### config.mk
export PLATFORM = sky130hd
export DESIGN_NAME = training_sequencer
export DESIGN_NICKNAME = d
export VERILOG_FILES = /design/src/rtl/train_ctrl_pkg.sv /design/src/rtl/phase_counter.sv /design/src/rtl/training_sequencer.sv
export SDC_FILE = /design/constraint.sdc
export NUM_CORES = 1
export LEC_CHECK = 0
export BUFFER_PORTS_ARGS = -buffer_cell sky130_fd_sc_hd__buf_2
export CORE_MARGIN = 2
export CORE_UTILIZATION = 53
export CTS_BUF_LIST = sky130_fd_sc_hd__clkbuf_8
export CTS_CLUSTER_DIAMETER = 100
export DETAILED_ROUTE_END_ITERATION = 10
export GPL_TIMING_DRIVEN = 0
export PLACE_DENSITY = 0.81
export SYNTH_ARGS = -nofsm -noshare
export SYNTH_HDL_FRONTEND = slang
export SYNTH_SLANG_ARGS = --single-unit
### constraint.sdc
create_clock -name CLK -period 4.7 [get_ports CLK]
set_input_delay 0.705 -clock CLK [delete_from_list [all_inputs] [get_ports CLK]]
set_output_delay 0.705 -clock CLK [all_outputs]
set_load 0.005 [all_outputs]
### src/rtl/train_ctrl_pkg.sv
// Shared encodings and helpers for the solver training-loop controller.
package train_ctrl_pkg;

    // FSM state encoding
    localparam logic [2:0] ST_IDLE    = 3'd0;
    localparam logic [2:0] ST_LOAD    = 3'd1;
    localparam logic [2:0] ST_EVAL    = 3'd2;
    localparam logic [2:0] ST_COMPARE = 3'd3;
    localparam logic [2:0] ST_SAVE    = 3'd4;
    localparam logic [2:0] ST_UPDATE  = 3'd5;
    localparam logic [2:0] ST_DRAIN   = 3'd6;
    localparam logic [2:0] ST_DONE    = 3'd7;

    // Default datapath widths; error width carries guard bits
    localparam int unsigned DEF_BIT_WIDTH  = 32;
    localparam int unsigned DEF_EXTRA_BITS = 2;
    localparam int unsigned DEF_EW         = DEF_BIT_WIDTH + DEF_EXTRA_BITS;

    // "No error seen yet" marker for the default error width
    localparam logic [DEF_EW-1:0] ERR_ONES = '1;

    // Bits needed to hold values 0..max_val (at least one bit)
    function automatic int unsigned cnt_width(input int unsigned max_val);
        return (max_val < 1) ? 1 : $clog2(max_val + 1);
    endfunction

endpackage

### src/rtl/phase_counter.sv
// Loadable down-counter timing each FSM phase; terminal marks the last cycle.
module phase_counter #(
    parameter int unsigned WIDTH = 3
) (
    input  logic             clk,
    input  logic             rst,
    input  logic             load,
    input  logic             hold,
    input  logic [WIDTH-1:0] load_value,
    output logic             terminal
);

    logic [WIDTH-1:0] count;

    // Hold freezes the count; load wins over decrement; stop at zero
    always_ff @(posedge clk) begin
        if (rst) begin
            count <= '0;
        end else if (!hold) begin
            if (load) begin
                count <= load_value;
            end else if (count != '0) begin
                count <= count - WIDTH'(1);
            end
        end
    end

    assign terminal = (count == WIDTH'(1));

endmodule

### src/rtl/training_sequencer.sv
// Training-loop controller: load/eval/compare epochs, keep best weights, replay them.
module training_sequencer
    import train_ctrl_pkg::*;
#(
    parameter int unsigned BIT_WIDTH    = DEF_BIT_WIDTH,
    parameter int unsigned EXTRA_BITS   = DEF_EXTRA_BITS,
    parameter int unsigned NUM_UNKNOWNS = 2,
    parameter int unsigned PIPE_LAT     = 4,
    parameter int unsigned MAX_EPOCHS   = 1024,
    parameter int unsigned TOL          = 0
) (
    input  logic                                  CLK,
    input  logic                                  RESET,
    input  logic                                  start,
    input  logic                                  stall_in,
    input  logic [BIT_WIDTH+EXTRA_BITS-1:0]       l2_error,
    output logic                                  initial_read_flag,
    output logic                                  training_mode,
    output logic                                  wr_best,
    output logic                                  rd_best,
    output logic                                  finish,
    output logic                                  stall_out,
    output logic                                  busy,
    output logic                                  done,
    output logic                                  converged,
    output logic [cnt_width(MAX_EPOCHS)-1:0]      epoch_count,
    output logic [BIT_WIDTH+EXTRA_BITS-1:0]       best_error
);

    localparam int unsigned EW      = BIT_WIDTH + EXTRA_BITS;
    localparam int unsigned CW      = cnt_width(MAX_EPOCHS);
    localparam int unsigned PHASE_MAX = (NUM_UNKNOWNS > PIPE_LAT) ? NUM_UNKNOWNS : PIPE_LAT;
    localparam int unsigned PW      = cnt_width(PHASE_MAX);

    localparam logic [EW-1:0] TOL_V    = EW'(TOL);
    localparam logic [CW-1:0] MAX_V    = CW'(MAX_EPOCHS);
    localparam logic [PW-1:0] LEN_VEC  = PW'(NUM_UNKNOWNS);
    localparam logic [PW-1:0] LEN_PIPE = PW'(PIPE_LAT);
    localparam logic [PW-1:0] LEN_ONE  = PW'(1);

    logic [2:0]    state;
    logic [2:0]    state_next;
    logic [EW-1:0] err_q;
    logic [EW-1:0] err_next;
    logic [EW-1:0] best_next;
    logic [CW-1:0] epoch_next;
    logic [CW-1:0] epoch_inc;
    logic          irf_next;
    logic          conv_next;
    logic          term_go;
    logic [EW-1:0] chk_err;
    logic [CW-1:0] chk_epoch;
    logic          phase_load;
    logic [PW-1:0] phase_len;
    logic          phase_last;

    phase_counter #(
        .WIDTH (PW)
    ) u_phase (
        .clk        (CLK),
        .rst        (RESET),
        .load       (phase_load),
        .hold       (stall_in),
        .load_value (phase_len),
        .terminal   (phase_last)
    );

    // Next-state, scoreboard and flag update logic; stall freezes everything
    always_comb begin
        state_next = state;
        err_next   = err_q;
        best_next  = best_error;
        epoch_next = epoch_count;
        irf_next   = initial_read_flag;
        conv_next  = converged;
        term_go    = 1'b0;
        chk_err    = err_q;
        chk_epoch  = epoch_count;
        epoch_inc  = (epoch_count < MAX_V) ? (epoch_count + CW'(1)) : epoch_count;

        if (!stall_in) begin
            case (state)
                ST_IDLE: begin
                    if (start) begin
                        state_next = ST_LOAD;
                        epoch_next = '0;
                        best_next  = '1;
                        conv_next  = 1'b0;
                        irf_next   = 1'b1;
                    end
                end
                ST_LOAD: begin
                    if (phase_last) state_next = ST_EVAL;
                end
                ST_EVAL: begin
                    if (phase_last) state_next = ST_COMPARE;
                end
                ST_COMPARE: begin
                    err_next   = l2_error;
                    epoch_next = epoch_inc;
                    if (l2_error < best_error) begin
                        best_next  = l2_error;
                        state_next = ST_SAVE;
                    end else begin
                        term_go   = 1'b1;
                        chk_err   = l2_error;
                        chk_epoch = epoch_inc;
                    end
                end
                ST_SAVE: begin
                    if (phase_last) begin
                        term_go   = 1'b1;
                        chk_err   = err_q;
                        chk_epoch = epoch_count;
                    end
                end
                ST_UPDATE: begin
                    if (phase_last) begin
                        irf_next   = 1'b0;
                        state_next = ST_LOAD;
                    end
                end
                ST_DRAIN: begin
                    if (phase_last) state_next = ST_DONE;
                end
                default: begin
                    state_next = ST_IDLE;
                end
            endcase

            // Termination check: tolerance first, then epoch budget
            if (term_go) begin
                if (chk_err <= TOL_V) begin
                    conv_next  = 1'b1;
                    state_next = ST_DRAIN;
                end else if (chk_epoch == MAX_V) begin
                    state_next = ST_DRAIN;
                end else begin
                    state_next = ST_UPDATE;
                end
            end
        end
    end

    // Phase length loaded on every state entry
    always_comb begin
        phase_load = (state_next != state);
        case (state_next)
            ST_LOAD, ST_SAVE, ST_UPDATE, ST_DRAIN: phase_len = LEN_VEC;
            ST_EVAL:                               phase_len = LEN_PIPE;
            ST_COMPARE, ST_DONE:                   phase_len = LEN_ONE;
            default:                               phase_len = '0;
        endcase
    end

    // State, scoreboard and registered level outputs
    always_ff @(posedge CLK) begin
        if (RESET) begin
            state             <= ST_IDLE;
            err_q             <= '0;
            best_error        <= '1;
            epoch_count       <= '0;
            initial_read_flag <= 1'b0;
            converged         <= 1'b0;
            finish            <= 1'b0;
            busy              <= 1'b0;
            done              <= 1'b0;
        end else begin
            state             <= state_next;
            err_q             <= err_next;
            best_error        <= best_next;
            epoch_count       <= epoch_next;
            initial_read_flag <= irf_next;
            converged         <= conv_next;
            finish            <= (state_next == ST_DRAIN);
            busy              <= (state_next != ST_IDLE);
            done              <= (state_next == ST_DONE);
        end
    end

    // Buffer strobes drop in the same cycle a stall is requested
    assign wr_best       = (state == ST_SAVE)   & ~stall_in;
    assign rd_best       = (state == ST_DRAIN)  & ~stall_in;
    assign training_mode = (state == ST_UPDATE) & ~stall_in;
    assign stall_out     = stall_in;

endmodule

# Word level (Yosys, flattened, before mapping)
# Index checks and enable logic that the tools add are counted.
# totals
register_bits,90
in_bits,38
out_inout_bits,54
word_cells,88
# op_classes
n_addsub,2
magnitude_cmp,3
eq_ne,19
n_mux,37
bitwise_logic,4
reduce_logical,13
# op_table
cell,count
two-way mux 34 bit,5
case mux 34 bit (2 select lines),1
two-way mux 11 bit,5
<= comparator 34 x 1 -> 1 bit (second input constant),1
< comparator 34 bit,1
two-way mux 3 bit,10
case mux 11 bit (2 select lines),1
== test 3 bit (second input constant),7
case mux 3 bit (7 select lines),1
== test 3 x 2 -> 1 bit (second input constant),4
adder 11 x 1 -> 11 bit (second input constant),1
== test 11 bit (second input constant),1
< comparator 11 bit (second input constant),1
== test 3 x 1 -> 1 bit (second input constant),3
two-way mux 1 bit,9
case mux 3 bit (3 select lines),1
AND reduction 4 bit,2
inequality test 2 bit (second input constant),3
nonzero test 2 bit,3
nonzero test 3 bit,2
two-way mux 2 bit,2
case mux 1 bit (2 select lines),2
AND reduction 2 bit,2
OR reduction 4 bit,1
other kinds (7),9

# Longest topological paths before layout
# depth
word_depth,14
ltp_mapped,12
depth_no_buf,10

# By module
# A second synthesis with hierarchy kept.
# hier_totals
hier_cells,636
hier_area_um2,4934.7
# by_module_without_submodules
mod,n_inst,cells_per_inst,area_each_um2,seq_area_each_um2
training_sequencer,1,609,4703.3,1741.7
phase_counter,1,27,231.5,60.1

# Least setup slack after synthesis
# OpenSTA, ideal clock, no wires.
# synth_timing
path_type,input port to flip-flop
startpoint,input l2_error[33]
endpoint,register best_error[12]
arrival_time_ps,3044
setup_slack_ps,1537
cell_stages,11
path_buffers,2
path_cell_list,ha_1 > nand4_1 > or4_1 > or4b_1 > o311ai_1 > o21bai_4 > and2_4 > buf_6 > buf_8 > nor2_1 > o21bai_1
# synth_via
elab_chain_len,3
# synth_lines
item,line_no,source
"start, declared",training_sequencer.sv:16,"input logic [BIT_WIDTH+EXTRA_BITS-1:0] l2_error,"
< comparator 34 bit,training_sequencer.sv:101,if (l2_error < best_error) begin
inequality test 2 bit (no line),--,
AND reduction 4 bit (no line),--,
"end signal, assigned",training_sequencer.sv:171,best_error <= best_next;
"end, declared",training_sequencer.sv:27,output logic [BIT_WIDTH+EXTRA_BITS-1:0] best_error
# Every way passes these cells.
# A chain may end at the register's enable or synchronous reset.

# Final worst setup path
# layout_timing
startpoint,input l2_error[33]
endpoint,register best_error[4]
# The elaborated chain is that of the path after synthesis.

==> results.ini <==
[outcome]
result_of_the_run=complete, no violations

[global_route]
maximum_number_of_pins_on_one_net_before_global_route_repair=15
grt_pass1_wl_mm=21.4
grt_overflow=0
antenna_found_initial=0
number_of_global_route_vias_before_repair=4530
grt_util_all_layers_pct=26.2

[setup_path]
regToRegStartpoint=best_error[33]
critical_path.endpoint_type=flip-flop
r2r-end=best_error[4]
worstSetupPathType=input port to flip-flop
worst_setup_path_start_kind=input port
worstPathMaxFanout=10
r2r_slack_ns=1.35
cp.arrival_ns=3.72
worstRegToRegCells=11
required_ns=4.97

[detailed_routing]
vias_per_cell=5.77
detail_route.first_pass.iterations=5
first_iter_violations=287
postRouteWirelength_mm=12.9
post_drt_wl_per_cell_um=15.2
vias=4908
drc_errors=0
ant_nets=0

[yosys]
synth.lib_cells_used.distinct=57
syn-num-nets=709
synth_cells=634
yosysTopAreaCell=dfxtp_1
ys.flop_type=dfxtp_1
synth_enable_flop_cells=0
ys_seq_area_share_pct=36.7
post_synth.cell_area_avg_um2=7.74
synth.top_cells.by_area=dfxtp_1 37%, ha_1 9.4%, nand2_1 7.1%, a21oi_1 6.6%, o21bai_1 5.5%
syn_warnings=0
async_flop_share_pct=0
syn_area_um2=4910
synth-seq-cells=90
synth_top_area_share_pct=36.7

[cts]
post-cts-setup-buffers=0
clkSinkCount=90
hold_buffers=0
cts_root_buf=clkbuf_8
tritoncts_buffers=9
clk_transition_reported_paths_ns=0.09
ctsLongestPathBuffers=2
cts_tree=built
post_cts_resize_count=0
cts.htree.levels=3
worst_skew_pair.late_latency_ns=0.35

[sta]
rsz0062_at_grt=false
timing.final.max_slew_violations=0
min_period_over_period_pct=73.4
setup_tns_ns=0
max-slew-margin-rel_pct=55.3
setup_viol=0
final.setup_skew_ns=0.00894
worst_pin_slew_ns=0.660
hold_violations=0
timing.fmax_mhz=290
min_period_ns=3.45

[flow_run]
cap_viol_max_count=0

[min_path]
hold_path_depth=2
hold-path-endpoint=err_q[14]
hold_path.class=flip-flop to flip-flop
launch_instance_of_the_worst_min_delay_path=err_q[14]

[power]
power.density_nw_per_um2=265
pwr-share-clk_pct=40.4
intPower_mw=1.16
net-switching-power_uw=362
power.combinational.fraction_pct=9.0
power.sequential.fraction_pct=50.5
power_switching_share_pct=23.8
p_leak_nw=2.66
vdd_ir_drop_max_mv=0.134

[placement]
placement.cell_area_um2=5500
place.port_buffers=90
place.gp.congestion=0.913
post-dp-hpwl_mm=9.95

[die]
floorplan.rows=35
initial_core_util_pct=53.9
chip_width_um=100
fp.dieH_um=100
core-area_um2=9110
i_o_pin_cnt=92
fp.dieArea_um2=10000

[cells_and_area]
synthToLayoutAreaGrowth_pct=16.8
post_route_cells_drive_above_1_share_pct=18.5
stdcell_area_um2=5740
finish.net_count=810
insertedDiodeCount=0

synthesized netlist by cell type, drive strengths merged (9+ instances only):
cell    instances
ha             37
nand2          94
clkbuf         32
buf            10
nand4          12
nor3           46
a21oi          66
nand3           9
o21bai         37
nor4           21
inv            40
dfxtp          90
nor2           67
o21ai          14
state kept, by name, indices dropped and copies added, names as in the netlist, 3 cells and up:
| name | flops |
|---|---|
| epoch_count | 11 |
| u_phase.count | 3 |
| err_q | 34 |
| best_error | 34 |
| state | 3 |
area by class of cell:
| type | count | area (um2) |
|---|---|---|
| Sequential cell | 90 | 1800 |
| Clock buffer | 12 | 165 |
| Tap cell | 111 | 139 |
| Multi-Input combinational cell | 462 | 2750 |
| Inverter | 40 | 150 |
| Buffer | 42 | 208 |
| Timing Repair Buffer | 90 | 450 |
| Clock inverter | 4 | 72.6 |
| Fill cell | 839 | 3370 |
logic make-up (layout without fill, tap and decap cells):
| group | Yosys count | in the layout | share of synthesized area [%] |
|---|---|---|---|
| AOI/OAI and AO/OA | 143 | 143 | 18.5 |
| xor gates and xnor gates | 2 | 2 | 0.357 |
| adders and majority gates | 37 | 37 | 9.43 |
| buffers and inverters | 82 | 188 | 7.29 |
| DFF | 90 | 90 | 36.7 |
| muxes | 1 | 1 | 0.204 |
| and+or+nand+nor | 279 | 279 | 27.5 |
cell usage in the layout, fill, tap and decap left out, types with 2 or more instances in the layout:
cell type,count
nor3_1,46
and4b_1,2
a311oi_1,3
nor4_1,21
nand3_1,9
a221oi_1,4
a31oi_1,4
or4_1,3
nand4b_1,2
nor2b_1,4
nand4_1,12
inv_1,40
and3_1,2
nor2_1,52
o21bai_1,36
ha_1,37
o21ai_0,14
clkbuf_1,32
buf_2,94
clkbuf_8,12
a22oi_1,2
nor2_2,15
nand2_1,93
dfxtp_1,90
and4_1,2
a21oi_1,65
buf_8,3
nor3b_1,4
nand2b_1,4
bufinv_16,2
through the flow:
step | std cells | setup slack [ns] | hold slack, ns | util [%] | total power [mW]
after floorplan | 634 | 1.54 | 0.431 | - | 0.863
after global placement | 835 | 0.989 | 0.440 | 60.4 | 0.916
after detailed placement | 835 | 0.895 | 0.448 | 60.4 | 0.922
after CTS | 851 | 1.27 | 0.460 | 63.0 | 1.52
after global routing | 851 | 1.14 | 0.479 | 63.0 | 1.57
final | 851 | 1.25 | 0.459 | 63.0 | 1.52
power groups by stage:
stage / clock network [mW] / registers [mW] / logic, mW
after floorplan: 0 / 0.786 / 0.0769
after global placement: 0 / 0.786 / 0.129
after detailed placement: 0 / 0.787 / 0.135
after CTS: 0.618 / 0.769 / 0.136
after global routing: 0.649 / 0.769 / 0.151
final: 0.615 / 0.769 / 0.137
worst max path at each step:
stage | to | from | slack [ns] | cells after the start
2_1_floorplan | best_error[12] | l2_error[33] | 1.54 | 11
3_3_place_gp | best_error[30] | l2_error[33] | 0.99 | 12
3_5_place_dp | best_error[23] | l2_error[33] | 0.90 | 11
4_1_cts | best_error[23] | l2_error[33] | 1.27 | 11
5_1_grt | best_error[27] | l2_error[33] | 1.14 | 11
6_report | best_error[4] | l2_error[33] | 1.25 | 11
worst max-delay path, cell delays in order:
cell,delay (ns)
buf_2,0.14
ha_1,0.32
nand4_1,0.21
or4_1,0.63
or4b_1,0.59
o311ai_1,0.21
o21bai_4,0.19
nand2_2,0.24
buf_2,0.26
nor3_1,0.08
o21bai_1,0.14
metal layers:
| layer | routed length [um] | GRT usage (%) | vias to the layer above |
|---|---|---|---|
| met2 | 6240 | 44.4 | 131 |
| li1 | - | - | 2415 |
| met1 | 5970 | 35.7 | 2351 |
| met4 | 107 | 6.64 | 0 |
| met3 | 623 | 2.65 | 11 |
| met5 | 0 | 0 | - |
Note: power is estimated with default switching activity, not from simulation.
